File: src/rtl/preamble_generator.sv
// -----------------------------------------------------------------------------
// preamble_generator
// Streams one training preamble per accepted start: 16*STS_REPS short-symbol
// samples, then an LTS_GI-sample guard interval, then 64*LTS_REPS long-symbol
// samples. Every I/Q component is arithmetic-right-shifted by a scale latched
// at start.
//
// Parameters
//   STS_REPS  number of 16-sample short training symbols
//   LTS_GI    LTS guard-interval length in samples (0..64)
//   LTS_REPS  number of 64-sample long training symbols (>= 1)
// Ports
//   clk_in, rstn_in        clock, asynchronous active-low reset
//   start_in               single-cycle request for one preamble
//   scale_in               right-shift amount, latched on accepted start
//   busy_out, done_out     frame in progress / one-cycle end-of-frame pulse
//   preamble_axis_*        AXI-Stream master, tdata = {I[31:16], Q[15:0]}
// -----------------------------------------------------------------------------
module preamble_generator #(
   parameter int unsigned STS_REPS = 10,
   parameter int unsigned LTS_GI   = 32,
   parameter int unsigned LTS_REPS = 2
) (
   input  logic        clk_in,
   input  logic        rstn_in,
   input  logic        start_in,
   input  logic [1:0]  scale_in,
   output logic        busy_out,
   output logic        done_out,
   output logic        preamble_axis_tvalid,
   input  logic        preamble_axis_tready,
   output logic        preamble_axis_tlast,
   output logic [31:0] preamble_axis_tdata
);

   localparam int unsigned StsLen = 16 * STS_REPS;
   localparam int unsigned LtsLen = 64 * LTS_REPS;

   typedef enum logic [2:0] {StIdle, StSts, StGi, StLts, StDone} state_e;

   localparam state_e FirstSt = (STS_REPS != 0) ? StSts : (LTS_GI != 0) ? StGi : StLts;
   localparam state_e AfterSts = (LTS_GI != 0) ? StGi : StLts;

   // ROM contents are generated arithmetically so the block is self-contained.
   function automatic logic [31:0] sts_rom(input logic [3:0] a);
      return {16'(32'(a) * 32'd2311 + 32'd1000), 16'(32'd500 - 32'(a) * 32'd4099)};
   endfunction

   function automatic logic [31:0] lts_rom(input logic [5:0] a);
      return {16'(32'(a) * 32'd517 - 32'd5), 16'(32'd8 - 32'(a) * 32'd301)};
   endfunction

   // Sample for (state, index) after scaling; shifts floor toward -inf.
   function automatic logic [31:0] fetch(input state_e st, input logic [15:0] idx,
                                         input logic [1:0] sc);
      logic [31:0] raw;
      case (st)
         StSts:   raw = sts_rom(idx[3:0]);
         StGi:    raw = lts_rom(6'(64 - LTS_GI + 32'(idx)));
         StLts:   raw = lts_rom(idx[5:0]);
         default: raw = '0;
      endcase
      return {$signed(raw[31:16]) >>> sc, $signed(raw[15:0]) >>> sc};
   endfunction

   state_e      state_q, state_d;
   logic [15:0] cnt_q, cnt_d;
   logic [1:0]  scale_q, scale_d;
   logic        tvalid_q, tvalid_d;
   logic        tlast_q, tlast_d;
   logic [31:0] tdata_q, tdata_d;
   logic [1:0]  rst_sync_q;
   logic        start_ok;

   state_e      nxt_state;
   logic [15:0] nxt_cnt;
   logic        load;

   // Release of reset is synchronised; starts are held off until it has propagated.
   always_ff @(posedge clk_in or negedge rstn_in) begin
      if (!rstn_in) rst_sync_q <= 2'b00;
      else          rst_sync_q <= {rst_sync_q[0], 1'b1};
   end
   assign start_ok = rst_sync_q[1];

   always_ff @(posedge clk_in or negedge rstn_in) begin
      if (!rstn_in) begin
         state_q  <= StIdle;
         cnt_q    <= '0;
         scale_q  <= '0;
         tvalid_q <= 1'b0;
         tlast_q  <= 1'b0;
         tdata_q  <= '0;
      end else begin
         state_q  <= state_d;
         cnt_q    <= cnt_d;
         scale_q  <= scale_d;
         tvalid_q <= tvalid_d;
         tlast_q  <= tlast_d;
         tdata_q  <= tdata_d;
      end
   end

   // state_q/cnt_q name the sample currently presented; on each handshake the
   // following sample is computed and loaded so there is never a bubble.
   always_comb begin
      state_d   = state_q;
      cnt_d     = cnt_q;
      scale_d   = scale_q;
      tvalid_d  = tvalid_q;
      tlast_d   = tlast_q;
      tdata_d   = tdata_q;
      nxt_state = state_q;
      nxt_cnt   = cnt_q;
      load      = 1'b0;

      unique case (state_q)
         StIdle: begin
            if (start_in && start_ok) begin
               scale_d   = scale_in;
               nxt_state = FirstSt;
               nxt_cnt   = '0;
               load      = 1'b1;
            end
         end
         StSts, StGi, StLts: begin
            if (tvalid_q && preamble_axis_tready) begin
               if (tlast_q) begin
                  state_d  = StDone;
                  tvalid_d = 1'b0;
                  tlast_d  = 1'b0;
               end else begin
                  load = 1'b1;
                  if (state_q == StSts && cnt_q == 16'(StsLen - 1)) begin
                     nxt_state = AfterSts;
                     nxt_cnt   = '0;
                  end else if (state_q == StGi && cnt_q == 16'(LTS_GI - 1)) begin
                     nxt_state = StLts;
                     nxt_cnt   = '0;
                  end else begin
                     nxt_cnt = cnt_q + 16'd1;
                  end
               end
            end
         end
         StDone:  state_d = StIdle;
         default: state_d = StIdle;
      endcase

      if (load) begin
         state_d  = nxt_state;
         cnt_d    = nxt_cnt;
         tvalid_d = 1'b1;
         tlast_d  = (nxt_state == StLts) && (nxt_cnt == 16'(LtsLen - 1));
         tdata_d  = fetch(nxt_state, nxt_cnt, scale_d);
      end
   end

   assign busy_out             = (state_q == StSts) || (state_q == StGi) || (state_q == StLts);
   assign done_out             = (state_q == StDone);
   assign preamble_axis_tvalid = tvalid_q;
   assign preamble_axis_tlast  = tlast_q;
   assign preamble_axis_tdata  = tdata_q;

endmodule

File: config.mk
export PLATFORM = sky130hd
export DESIGN_NAME = preamble_generator
export DESIGN_NICKNAME = d
export VERILOG_FILES = /design/src/rtl/preamble_generator.sv
export SDC_FILE = /design/constraint.sdc
export NUM_CORES = 1
export LEC_CHECK = 0
export CORE_MARGIN = 2
export CORE_UTILIZATION = 55
export CTS_CLUSTER_DIAMETER = 100
export DETAILED_ROUTE_END_ITERATION = 8
export PLACE_DENSITY = 0.86
export SYNTH_ARGS = -nofsm -noshare
export SYNTH_HDL_FRONTEND = slang
export SYNTH_SLANG_ARGS = --single-unit
export TNS_END_PERCENT = 50
File: constraint.sdc
create_clock -name clk_in -period 6.5 [get_ports clk_in]
set_input_delay 0.975 -clock clk_in [delete_from_list [all_inputs] [get_ports clk_in]]
set_output_delay 0.975 -clock clk_in [all_outputs]
set_load 0.1 [all_outputs]
==> run summary, run 1 <==
fillers - 1,183
max_slew headroom - 0.285
total wire length - 24.9 mm
clock slew at reported path FFs - 0.06 ns
Synth Register Bits - 57
core area - 0.0145 sq mm
DIE HEIGHT - 126 microns
WP data arrival - 6.41 ns
CTS Buf Count - 9
FFs w/ async S/R, synth - 1.00
P_leak - 4.24 nW
DR pass1 iterations - 6
cell with the most instances after synthesis - ha_1
I/O pin cnt - 42
post-synthesis cell area - 0.00813 sq mm
vias in the first global route - 7,759
Seq/Total Area, Yosys - 0.175
grt met2 use - 0.506
Fmax achieved - 0.160 GHz
ANT cells - 0
GR Layer Usage met1 - 0.425
count of cell types in the netlist - 81
Simple-Gate Fraction of Synth Area - 0.160
Post-Layout Inst Area - 0.00924 sq mm
largest net degree at the start of global routing - 58
# hold bufs at CTS - 0
Seq pwr share - 0.107
Pwr per Cell Area - 543 mW/mm^2
die area - 0.0158 sq mm
Gate power share - 0.803
Mapped Cells - 962
largest family of logic cells by synthesized area - adder cells
clock share of power - 0.090
DRC violations left - 0
CP peak stage delay - 0.53 ns
final number of max-transition violations - 0
initial antenna violation count - 0
row count - 44
htree depth - 3
compound-cell area share of the yosys netlist - 0.253
critical path endpoint category - flip-flop
Die X - 126 microns
Worst EP required - 6.67 ns
Synth Flop Type - dfrtp_1
Yosys top cell area share - 0.226
Initial Utilization - 0.561
Overflow after GRT - 0
Worst setup SP type - input port
total negative slack - 0 ns
via count - 8,027
post-DP HPWL - 19.6 mm
overall fraction of global-route tracks in use - 0.315
1st-iter DRT viols - 997
NetSw - 2.87 mW
Int Pwr - 2.15 mW
final hold violation count - 0
largest cells by area after synthesis - ha_1 23%, dfrtp_1 18%, fa_1 5.2%
total number of clock tree sinks - 57
count of flip-flops with a built-in enable after synthesis - 0
worst skew pair latency - 0.33 ns
Max VDD drop - 0.355 mV
first-pass GRT wire length - 40.2 mm
GRT busiest layer - met2
most instantiated cells after synthesis - 147 x ha_1, 89 x inv_1, 67 x nor2_1
cell mode on critical path - ha_1
I/O Buffers - 41
Layout Area Growth over Synthesis - 13.7%
period utilisation layout - 0.959
outcome - complete, no violations
Avg Inst Size Synth - 8.45 sq um
Final #Nets - 1,200
syn nets - 1,136
crit path max fanout - 7
Root Buffer - clkbuf_16
met3 GRT Util - 0.0475
MaxCap Viol Count - 0
Hold WC Path Type - flip-flop to flip-flop
Post-Synth XOR/XNOR Area - 0.0496
crit-path cells - clkdlybuf4s50_1 -> nand3b_1 -> o31ai_2 -> a31oi_1 -> o21ai_4 -> inv_1 -> ha_1 -> inv_1 -> buf_4 -> fa_1 -> fa_1 -> ha_1 -> ha_1 -> nand3_1 -> o211ai_1 -> nand4_1 -> a41o_1 -> o2bb2ai_1 -> o221ai_1 -> mux2i_1 -> a21oi_1
Final setup viols - 0
post-synthesis adder-cell area fraction - 0.278
worst slew pin tran - 1.07 ns
share of layout cells above drive strength 1 - 0.0893
Clock Skew - 0.00894 ns
Total Power - 5.02 mW
critical path's slowest cell - fa_1
Syn. warnings - 0
unrepaired setup endpoints after global routing - false
DRT antenna net count - 0
largest area contributor in the netlist - ha_1
mux cell area share after synthesis - 0.0206
CTS max path bufs - 2
Vias per Instance - 6.61
RD Place Congestion - 1.04
Setup CP Type - input port to flip-flop
dpl cell area - 0.00895 sq mm
postcts setup bufs - 0
Tmin final - 6.24 ns
DR WL/cell - 20.5 microns
CTS tree - yes
sw frac - 0.571
==> worst max-delay path: cells and delay by family <==
| family | cells | cell delay, ns |
|---|---|---|
| mux | 1 | 0.25 |
| buf+inv | 4 | 0.86 |
| simple gates | 3 | 0.48 |
| fa+ha+maj | 5 | 1.98 |
| compound gates | 8 | 1.84 |
==> logic make-up after synthesis <==
group                    Yosys count
other                              1
AND/OR/NAND/NOR                  260
multiplexers                      15
flip-flops                        57
AO/OA/AOI/OAI                    290
buffers and inverters            125
adder cells (fa/ha/maj)          168
XOR/XNOR                          46
==> path summary, 6_finish.rpt <==
kind / slack [ns] / cells past startpoint / start / to
setup reg to reg: 0.38 / 20 / cnt_q[13]$_DFFE_PN0P_ / preamble_axis_tdata[14]$_DFFE_PN0P_
hold reg to reg: 0.35 / 0 / rst_sync_q[0]$_DFF_PN0_ / rst_sync_q[1]$_DFF_PN0_
max in group asynchronous: 5.22 / 2 / rstn_in / preamble_axis_tdata[10]$_DFFE_PN0P_
setup / recovery: 0.26 / 21 / preamble_axis_tready / preamble_axis_tdata[14]$_DFFE_PN0P_
min in group asynchronous: 0.79 / 2 / rstn_in / cnt_q[13]$_DFFE_PN0P_
hold / removal: 0.35 / 0 / rst_sync_q[0]$_DFF_PN0_ / rst_sync_q[1]$_DFF_PN0_
==> timing repair <==
action	in CTS	in global routing
setup endpoints to repair	0	1
gates resized for setup	0	3
hold endpoints to repair	0	0
==> stage by stage <==
stage | cells | utilization | worst slack (ns) | hold slack, ns
floorplan | 962 | - | 0.120 | 0.331
global route | 1214 | 0.638 | 0.0156 | 0.371
CTS | 1214 | 0.638 | 0.333 | 0.348
global placement | 1199 | 0.618 | 0.194 | 0.332
finish | 1214 | 0.638 | 0.264 | 0.346
detailed placement | 1199 | 0.618 | 0.0647 | 0.337
==> area by class of cell <==
type / instances / area [sq um] / share of cell area
timing repair buffer: 89 / 766 / 0.0828
clock buffer: 11 / 233 / 0.0252
multi-input combinational: 780 / 6210 / 0.672
tap: 184 / 230 / 0.0249
clock inverter: 4 / 45.0 / 0.00487
inverter: 89 / 334 / 0.0361
sequential: 57 / 1430 / 0.154
==> power by group through the flow <==
| stage | combinational, mW | sequential [mW] | clock (mW) |
|---|---|---|---|
| 2_1_floorplan | 2.28 | 1.16 | 0 |
| 3_3_place_gp | 3.83 | 0.531 | 0 |
| 3_5_place_dp | 3.90 | 0.539 | 0 |
| 4_1_cts | 3.94 | 0.535 | 0.447 |
| 5_1_grt | 4.33 | 0.549 | 0.464 |
| 6_report | 4.03 | 0.537 | 0.450 |
==> registers in the layout, summed over array words and instances, names as in the netlist <==
name,count
preamble_axis_tlast,1
preamble_axis_tdata,32
state_q,3
scale_q,2
preamble_axis_tvalid,1
rst_sync_q,2
cnt_q,16
==> cell usage in the layout (no fill, tap or decap), types with 25 or more instances in the layout <==
cell,Yosys,routed
a21oi_1,49,49
buf_4,2,48
clkdlybuf4s50_1,0,40
dfrtp_1,57,57
ha_1,147,147
inv_1,89,89
nand2_1,57,57
nand3_1,27,27
nor2_1,67,66
o211ai_1,25,25
o21ai_0,48,48
xnor2_1,26,26
==> per-layer routing <==
layer | wire length, microns | vias to the layer above | part of all wire
li1 | - | 3684 | -
met1 | 10600 | 3794 | 0.43
met2 | 11100 | 460 | 0.44
met3 | 2260 | 89 | 0.091
met4 | 972 | 0 | 0.039
met5 | 0 | - | 0
(Power assumes the default switching activity.)
==> run 2: changes to the inputs <==
- CORE_ASPECT_RATIO: default -> 0.7
==> run 2 against run 1 <==
Net effect:
- register-to-register slack improved by 0.07 ns
- cell count unchanged
- sequential share of layout area increased by 0.11 points
- via count fell by 1.4%
- flip-flop and latch count stayed put
- die area about the same
- total power fell by 0.53%
- non-clock buffer count decreased by 12
- wire length grew 0.80%
- worst hold slack better by 0.0020 ns
- count of clock-buffer cells in the layout unchanged
- global-route usage is 1.2 points higher
- critical endpoint unchanged
==> run summary, run 2 (synthesized netlist as in run 1, its figures left out) <==
max FFs per register - 32 (unchanged)
Worst EP required - 6.75 ns (+0.08 ns)
DRC violations left - 0 (unchanged)
Layout Area Growth over Synthesis - 12.9%
row count - 37 (-16%)
Finished Layout Cells - 1,214 (unchanged)
htree depth - 3 (unchanged)
share of layout cells above drive strength 1 - 0.0785 (-0.0108)
Tmin final - 6.18 ns (-0.0532 ns)
overall fraction of global-route tracks in use - 0.326 (+0.0116)
core area - 0.0146 sq mm (+0.72%)
worst slew pin tran - 1.12 ns (+0.0523 ns)
Pwr per Cell Area - 544 mW/mm^2 (+0.16%)
commonest non-fill, non-tap cell in the layout - ha_1
Overflow after GRT - 0 (unchanged)
Cells after DPL - 1,198 (-0.083%)
final hold violation count - 0 (unchanged)
max_slew headroom - 0.250 (-0.0350)
period utilisation layout - 0.951 (-0.00818)
# hold bufs at CTS - 0 (unchanged)
via count - 7,915 (-1.4%)
DRT antenna net count - 0 (unchanged)
Clock Skew - 0.00588 ns (-0.00306 ns)
Max VDD drop - 0.380 mV (+7.1%)
unrepaired setup endpoints after global routing - false
total number of clock tree sinks - 57 (unchanged)
Worst setup SP type - input port
total wire length - 25.1 mm (+0.80%)
Root Buffer - clkbuf_16
RD Place Congestion - 1.01 (-3.6%)
Post-Place Worst Slack - 0.0169 ns (-0.0478 ns)
Total Power - 4.99 mW (-0.53%)
outcome - complete, no violations
crit path max fanout - 7 (unchanged)
Final setup viols - 0 (unchanged)
GR Layer Usage met1 - 0.478 (+0.0524)
total negative slack - 0 ns (unchanged)
reg2reg setup slack - 0.45 ns (+0.07 ns)
CTS max path bufs - 2 (unchanged)
Vias per Instance - 6.52 (-1.4%)
1st-iter DRT viols - 816 (-18%)
first-pass GRT wire length - 40.3 mm (+0.31%)
post-DP HPWL - 20.1 mm (+2.5%)
CTS Buf Count - 9 (unchanged)
final setup margin - 0.317 ns (+0.0532 ns)
P_leak - 4.18 nW (-1.4%)
Fmax achieved - 0.162 GHz (+0.86%)
largest net degree at the start of global routing - 58 (unchanged)
DR pass1 iterations - 5 (-1)
die area - 0.0158 sq mm (about the same)
R2R cell count - 21 (+5.0%)
Hold WC Path Type - flip-flop to flip-flop
clock slew at reported path FFs - 0.05 ns (about the same)
most frequent cells in the layout - 147 x ha_1, 89 x inv_1, 65 x nor2_1, 57 x nand2_1, 57 x dfrtp_1
final number of max-transition violations - 0 (unchanged)
ANT cells - 0 (unchanged)
GRT busiest layer - met1
FF-to-FF End - preamble_axis_tdata[29]$_DFFE_PN0P_
worst skew pair latency - 0.34 ns (about the same)
Setup CP Type - input port to flip-flop
critical path endpoint category - flip-flop
worst hold path depth - 0 (unchanged)
vias in the first global route - 7,552 (-2.7%)
WP data arrival - 6.43 ns (+0.02 ns)
CTS tree - yes
fillers - 1,252 (+5.8%)
DR WL/cell - 20.7 microns (+0.80%)
Initial Utilization - 0.557 (-0.00400)
reg2reg start - cnt_q[13]$_DFFE_PN0P_
I/O Buffers - 41 (unchanged)
WHS Endpoint - rst_sync_q[1]$_DFF_PN0_
Final #Nets - 1,188 (-1.0%)
initial antenna violation count - 0 (unchanged)
I/O pin cnt - 42 (unchanged)
DIE HEIGHT - 106 microns (-16%)
MaxCap Viol Count - 0 (unchanged)
met3 GRT Util - 0.110 (+0.0625)
grt met2 use - 0.453 (-0.0533)
Die X - 149 microns (+19%)
Min-Delay Startpoint - rst_sync_q[0]$_DFF_PN0_
-- run 2: cell type report --
cell class              instances  area [sq um]  area share
flip-flops and latches         57          1430       0.155
inverters                      89           334      0.0364
clock buffers                  11           243      0.0264
well taps                     195           244      0.0266
clock inverters                 5          55.1     0.00600
repair buffers                 77           676      0.0736
multi-input cells             780          6200       0.676
-- run 2: worst max path at each step --
stage                                start                             endpoint  slack [ns]  cells past startpoint
detailed placement    preamble_axis_tready  preamble_axis_tdata[14]$_DFFE_PN0P_        0.02                     19
global route          preamble_axis_tready  preamble_axis_tdata[14]$_DFFE_PN0P_        0.02                     19
floorplan           state_q[2]$_DFFE_PN0P_  preamble_axis_tdata[11]$_DFFE_PN0P_        0.12                     21
finish                preamble_axis_tready  preamble_axis_tdata[14]$_DFFE_PN0P_        0.32                     19
global placement      preamble_axis_tready  preamble_axis_tdata[11]$_DFFE_PN0P_        0.17                     19
CTS                   preamble_axis_tready  preamble_axis_tdata[14]$_DFFE_PN0P_        0.33                     19
-- run 2: timing repair --
item	4_1_cts	5_1_grt
setup buffers	0	0
endpoints found under the setup margin	0	6
gates resized for setup	0	2
-- run 2: layer usage --
metal / part of all wire / up-vias
li1: - / 3658
met5: 0.0035 / -
met2: 0.40 / 466
met4: 0.020 / 2
met3: 0.13 / 60
met1: 0.45 / 3729
-- run 2: stage by stage --
step                hold slack [ns]  utilization  instance area [sq um]
finish                        0.348        0.630                   9180
CTS                           0.352        0.629                   9180
global placement              0.332        0.609                   8880
detailed placement            0.340        0.609                   8880
floorplan                     0.331            -                   8130
global route                  0.365        0.630                   9180
-- run 2: critical path, stage by stage --
cell and delay [ns]:
clkdlybuf4s50_1 0.54, nand3b_1 0.16, or4_1 0.53, a21oi_1 0.19
o21a_1 0.21, ha_1 0.21, inv_1 0.07, fa_1 0.47
fa_1 0.49, ha_1 0.31, ha_1 0.37, nand3_1 0.14
o2111ai_1 0.24, a2111oi_1 0.60, nor2_1 0.15, a221o_1 0.31
o221ai_1 0.16, mux2i_1 0.13, a21oi_1 0.16
-- run 2: power by group --
part / switching (mW) / internal (mW)
sequential: 0.0759 / 0.462
combinational: 2.62 / 1.35
clock: 0.182 / 0.306
